==> config.mk <==
export PLATFORM = sky130hd
export DESIGN_NAME = fifo_nibble_packer
export DESIGN_NICKNAME = d
export VERILOG_FILES = /design/src/rtl/fifo_nibble_packer_pkg.sv /design/src/rtl/fifo_nibble_packer_timeout_ctr.sv /design/src/rtl/fifo_nibble_packer.sv
export SDC_FILE = /design/constraint.sdc
export NUM_CORES = 1
export LEC_CHECK = 0
export CAP_MARGIN = 30
export CORE_MARGIN = 5
export CORE_UTILIZATION = 42
export CTS_CLUSTER_SIZE = 24
export DETAILED_ROUTE_END_ITERATION = 10
export GPL_TIMING_DRIVEN = 0
export PLACE_DENSITY = 0.74
export SLEW_MARGIN = 10
export SYNTH_ARGS = -nofsm -noshare
export SYNTH_HDL_FRONTEND = slang
export SYNTH_SLANG_ARGS = --single-unit
==> constraint.sdc <==
create_clock -name clk -period 1.4 [get_ports clk]
set_input_delay 0.42 -clock clk [delete_from_list [all_inputs] [get_ports clk]]
set_output_delay 0.42 -clock clk [all_outputs]
set_load 0.01 [all_outputs]
==> src/rtl/fifo_nibble_packer_pkg.sv <==
// Shared definitions for the nibble packer: state encodings, data widths and
// the helper that orders two nibbles into an output byte.
package fifo_nibble_packer_pkg;

    localparam int NIB_W  = 4;
    localparam int BYTE_W = 8;

    typedef enum logic [1:0] {
        ST_EMPTY = 2'd0,
        ST_HALF  = 2'd1,
        ST_BYTE  = 2'd2
    } state_t;

    // first = nibble popped earlier, second = nibble popped later (or zero pad).
    function automatic logic [BYTE_W-1:0] pack_nibbles(
        input logic [NIB_W-1:0] first,
        input logic [NIB_W-1:0] second,
        input bit               lsn_first
    );
        return lsn_first ? {second, first} : {first, second};
    endfunction

endpackage

==> src/rtl/fifo_nibble_packer_timeout_ctr.sv <==
// nibble_timeout_ctr: saturating idle counter for the packer's HALF state.
// Ports:
//   clk     - read-domain clock
//   rst     - asynchronous active-low reset
//   clear   - synchronous clear (has priority over enable)
//   enable  - count one idle cycle
//   expired - counter has reached TIMEOUT-1 (never asserted when TIMEOUT=0)
module nibble_timeout_ctr #(
    parameter int unsigned TIMEOUT = 0,
    parameter int unsigned TO_W    = 8
) (
    input  logic clk,
    input  logic rst,
    input  logic clear,
    input  logic enable,
    output logic expired
);

    localparam logic [TO_W-1:0] EXPIRE_VAL = TO_W'((TIMEOUT > 0) ? (TIMEOUT - 1) : 0);
    localparam bit              TO_EN      = (TIMEOUT > 0);

    logic [TO_W-1:0] cnt;

    always_ff @(posedge clk or negedge rst) begin
        if (!rst) begin
            cnt <= '0;
        end else if (clear) begin
            cnt <= '0;
        end else if (enable && (cnt != {TO_W{1'b1}})) begin
            cnt <= cnt + TO_W'(1);
        end
    end

    // Comparing against TIMEOUT-1 makes the flush land on the TIMEOUT-th idle cycle.
    assign expired = TO_EN && (cnt == EXPIRE_VAL);

endmodule

==> src/rtl/fifo_nibble_packer.sv <==
// fifo_nibble_packer: drains 4-bit nibbles from a first-word-fall-through
// FIFO read port and packs nibble pairs into bytes on a valid/ready stream.
// A lone trailing nibble is zero-padded and emitted on flush or idle timeout.
// Ports:
//   clk, rst              - read-domain clock, async active-low reset
//   rempty, rdata, rinc   - FIFO read port (rinc is combinational)
//   flush                 - emit a held partial nibble
//   out_data, out_valid, out_ready, out_partial - output byte stream
//   byte_cnt              - completed output handshakes (wrapping)
//
// state    | meaning
// ---------+------------------------------------------
// ST_EMPTY | nothing held
// ST_HALF  | one nibble held, waiting for its partner
// ST_BYTE  | output register full, out_valid=1
module fifo_nibble_packer
    import fifo_nibble_packer_pkg::*;
#(
    parameter bit          LSN_FIRST = 1'b1,
    parameter int unsigned TIMEOUT   = 0,
    parameter int unsigned TO_W      = 8,
    parameter int unsigned CNT_W     = 16
) (
    input  logic              clk,
    input  logic              rst,
    input  logic              rempty,
    input  logic [NIB_W-1:0]  rdata,
    output logic              rinc,
    input  logic              flush,
    output logic [BYTE_W-1:0] out_data,
    output logic              out_valid,
    input  logic              out_ready,
    output logic              out_partial,
    output logic [CNT_W-1:0]  byte_cnt
);

    state_t             state, state_next;
    logic [NIB_W-1:0]   held, held_next;
    logic [BYTE_W-1:0]  data_next;
    logic               partial_next;
    logic               accept;
    logic               handshake;
    logic               to_clear, to_enable, to_expired;

    assign accept    = (state != ST_BYTE) || out_ready;
    // rst gates the strobe so the FIFO sees no pop while both sides are in reset.
    assign rinc      = !rempty && accept && rst;
    assign out_valid = (state == ST_BYTE);
    assign handshake = (state == ST_BYTE) && out_ready;

    always_comb begin
        state_next   = state;
        held_next    = held;
        data_next    = out_data;
        partial_next = out_partial;
        case (state)
            ST_EMPTY: begin
                if (rinc) begin
                    held_next  = rdata;
                    state_next = ST_HALF;
                end
            end
            ST_HALF: begin
                // A pop beats a same-cycle flush: the byte completes normally.
                if (rinc) begin
                    data_next    = pack_nibbles(held, rdata, LSN_FIRST);
                    partial_next = 1'b0;
                    state_next   = ST_BYTE;
                end else if (flush || to_expired) begin
                    data_next    = pack_nibbles(held, {NIB_W{1'b0}}, LSN_FIRST);
                    partial_next = 1'b1;
                    state_next   = ST_BYTE;
                end
            end
            ST_BYTE: begin
                if (out_ready) begin
                    if (rinc) begin
                        held_next  = rdata;
                        state_next = ST_HALF;
                    end else begin
                        state_next = ST_EMPTY;
                    end
                end
            end
            default: state_next = ST_EMPTY;
        endcase
    end

    always_ff @(posedge clk or negedge rst) begin
        if (!rst) begin
            state       <= ST_EMPTY;
            held        <= '0;
            out_data    <= '0;
            out_partial <= 1'b0;
        end else begin
            state       <= state_next;
            held        <= held_next;
            out_data    <= data_next;
            out_partial <= partial_next;
        end
    end

    always_ff @(posedge clk or negedge rst) begin
        if (!rst) begin
            byte_cnt <= '0;
        end else if (handshake) begin
            byte_cnt <= byte_cnt + CNT_W'(1);
        end
    end

    // In HALF an idle cycle is exactly rempty=1, since accept is always true there.
    assign to_clear  = (state_next != state) || (state != ST_HALF);
    assign to_enable = (state == ST_HALF) && rempty;

    nibble_timeout_ctr #(
        .TIMEOUT (TIMEOUT),
        .TO_W    (TO_W)
    ) u_timeout (
        .clk     (clk),
        .rst     (rst),
        .clear   (to_clear),
        .enable  (to_enable),
        .expired (to_expired)
    );

endmodule

==> results by group <==
Synth
  – Mean Syn Cell Area: ~12 um2
  – Mapped cell area: between 1000 and 1500 um2
  – YS warnings: 0
  – #FFs+latches synth: 31
  – Sequential share of the synthesized area: just under 60%
  – Post-Synthesis Cells: roughly 110
  – Syn_nets: ~120
  – Yosys cell types: 28

Finish
  – Area Overhead vs Synth: 56.83%
  – Ant diodes: 0
  – Fin nets: 188
  – Share of layout cells above drive strength 1: a little under three fifths
  – Cell area after layout: 2054 um2
  – Fin cells: roughly 220
  – FILL cells: 227

Global route
  – Largest net degree at the start of global routing: 34
  – Global-route wire length before repair: 5168 um
  – Vias in the first global route: about 1,100
  – Initial antenna violation count: 0
  – Total GRT Usage: 15.92%
  – Global route overflow: 0

Floorplanning
  – # IOs: 36
  – Initial Util: a little over two fifths
  – Core Area: between 3000 and 4000 um2
  – Die area: ~4300 um2
  – Die X: 65.85 um
  – Die height: 65.85 um
  – Row count: 20

Setup path
  – Type of the worst setup path: reg -> reg
  – Critical Path AT: 1850 ps
  – Critical path peak fanout: 4
  – Slowest CP cell: or4_4
  – Crit-path leading delay family: simple AND/OR/NAND/NOR gates
  – Worst path buffer plus inverter count: 0
  – CP Launch Type: flip-flop
  – Crit. End Element: flip-flop
  – Cells along the critical path: nand2_1, or4_4, nor3_2, xor2_1
  – Worst stage delay on the critical path: 590 ps
  – CP Data Required Time: 1640 ps

Route
  – DR WL met3: 205 um
  – Vias: 1,087
  – Routed length per instance: 14.83 um
  – Pre-antenna DRT Iters: 4
  – DR WL met2: 1691 um
  – Top layer used by detailed routing: met4
  – DRC viols: 0
  – DRT antenna net count: 0
  – Total wire length: ~3300 um
  – Via density: ~5
  – Iteration-0 DRC Markers: 44
  – Met1 WL: 1353 um

Clock network
  – CTS clk-pin slew, worst paths: 90 ps
  – Clock Sinks: 31
  – Num CTS Buffers: 5
  – CTS tree: yes
  – Root buf cell: clkbuf_4
  – Clk_lat worst skew: 320 ps
  – H-tree depth: 2
  – CTS Buffer Depth: 2

Power and ir drop
  – Clock share of power: 20.6%
  – Int Pwr: 1.935 mW
  – Sw frac: slightly above 30%
  – Comb power frac: 34.6%
  – Switching power: a little under 900 uW
  – Total design power: 2.811 mW
  – VDD IR max: 849.7 uV
  – Pwr Density: 1368 nW/um2
  – Seq pwr share: 44.8%
  – Leak Pwr: between 1 and 1.5 nW

Placement
  – Pre-CTS setup slack: -987.7 ps
  – Dpl cells: 184
  – DP Wirelength: 2013 um
  – PortBufs: 35
  – Placer Congestion: 0.8585
  – Placement Cell Area: around 1700 um2

Timing
  – Fin crit period: 1614 ps
  – Hold Slack: -44.46 ps
  – Tcrit/Tclk final: 115.3%
  – Rel. slew slack: 72.36%
  – Final setup fails: 21
  – Clock Skew: 8.213 ps
  – Measured slew at the worst slew-check pin: 413.7 ps
  – Final Hold Viols: 31
  – Unrepaired setup endpoints after global routing: true
  – Slew Viols, Final: 0
  – PnR worst setup slack: -213.6 ps
  – Max Freq: 0.6197 GHz

Status
  – Status: finished, violations left
  – Failing checks: negative hold slack, negative setup slack

Worst hold path
  – Min-Delay Path Class: in -> async

Run
  – Max-Cap Viols: 0
-- cells in the final DEF, fill, tap and decap left out, types with 2 or more instances in the layout --
master,instances
nor2_2,2
nor4_4,2
clkdlybuf4s50_1,5
clkbuf_4,5
xor2_1,6
buf_4,23
nor2_1,5
dfrtp_2,4
xnor2_1,8
a22o_1,4
nand4_1,2
inv_1,2
clkbuf_2,18
nand2b_4,2
nand2_1,5
mux2_4,4
buf_6,12
buf_2,5
dfrtp_1,27
mux2_2,5
clkbuf_8,2
nand3_1,7
-- cells by family after synthesis --
kind of cell,synth area share (%)
AO/OA/AOI/OAI,4.392
AND/OR/NAND/NOR,16.81
buffers and inverters,0.8595
multiplexers,7.737
XOR/XNOR,10.03
adder cells (fa/ha/maj),0.9550
flip-flops,59.22
-- timing repair --
| action | 4_1_cts | 5_1_grt |
|---|---|---|
| gates resized for setup | 91 | 36 |
| pin swaps | 5 | 11 |
| setup endpoints to repair | 51 | 39 |
| cloned | 0 | 1 |
| setup buffers | 24 | 6 |
| hold endpoints to repair | 31 | 31 |
-- per-stage QoR --
| step | util (%) | setup TNS (ps) |
|---|---|---|
| floorplan | - | -498.9 |
| CTS | 66.86 | -1338 |
| global placement | 57.60 | -52110 |
| global route | 67.85 | -2776 |
| detailed placement | 57.44 | -17770 |
| finish | 67.85 | -1425 |
-- metal layers --
layer  global-route usage [%]  up-vias
met1                    18.30      528
met2                    26.53       35
met4                    4.922        0
met5                        0        -
met3                    6.973        8
li1                         -      516
-- worst reg2reg max path, delay by kind of cell, from the launching register on --
kind | cells | cell delay [ps]
simple gates | 3 | 920
flops | 1 | 420
xor+xnor | 1 | 190
-- worst paths after layout --
| check | startpoint | end | slack (ps) | cells past startpoint |
|---|---|---|---|---|
| min reg2reg | out_data[5] | out_data[5] | 520 | 1 |
| max in group asynchronous | rst | byte_cnt[0] | 1180 | 1 |
| max reg2reg | byte_cnt[1] | byte_cnt[13] | -210 | 4 |
| min | rst | byte_cnt[6] | -40 | 1 |
| max | byte_cnt[1] | byte_cnt[13] | -210 | 4 |
| min in group clk | out_data[5] | out_data[5] | 520 | 1 |
-- Yosys cell counts --
| library cell | number | area share, % |
|---|---|---|
| dfrtp_1 | 31 | 59 |
| mux2_2 | 9 | 7.7 |
| xnor2_1 | 9 | 6.0 |
| nor2_1 | 8 | 2.3 |
| nand3_1 | 7 | 2.7 |
| nand2_1 | 6 | 1.7 |
| xor2_1 | 6 | 4.0 |
| a22o_1 | 4 | 2.7 |
| inv_1 | 3 | 0.86 |
| nand2b_1 | 2 | 0.95 |
| nand4_1 | 2 | 0.95 |
| nor2b_1 | 2 | 0.95 |
| a21o_1 | 1 | 0.57 |
| a21oi_1 | 1 | 0.38 |
| and2_1 | 1 | 0.48 |
| and2b_2 | 1 | 0.67 |
| and3_1 | 1 | 0.48 |
| and3_2 | 1 | 0.57 |
| and4_1 | 1 | 0.67 |
| ha_1 | 1 | 0.95 |
| nand4_2 | 1 | 0.95 |
| nor3_1 | 1 | 0.38 |
| nor3_2 | 1 | 0.76 |
| nor4_1 | 1 | 0.48 |
| nor4_2 | 1 | 0.95 |
| o21ai_0 | 1 | 0.38 |
| o21ai_1 | 1 | 0.38 |
| or4_4 | 1 | 0.86 |
-- state kept, by name, summed over array words and instances (netlist names) --
signal	cells
byte_cnt	16
held	4
out_data	8
out_partial	1
state	2
-- cell type report --
type / instances / area [um2] / area share, %
multi-input combinational: 72 / 645.6 / 31.43
tap: 44 / 55.05 / 2.680
timing repair buffer: 65 / 493.0 / 24.00
clock buffer: 8 / 68.82 / 3.350
inverter: 3 / 11.26 / 0.5481
sequential: 31 / 780.7 / 38.00
-- power groups by stage --
stage	clock network (mW)	logic [mW]	registers (mW)
2_1_floorplan	0	0.275	1.34
3_3_place_gp	0	0.772	1.28
3_5_place_dp	0	0.797	1.29
4_1_cts	0.598	0.910	1.25
5_1_grt	0.629	1.04	1.29
6_report	0.580	0.973	1.26
(Power assumes the default switching activity.)
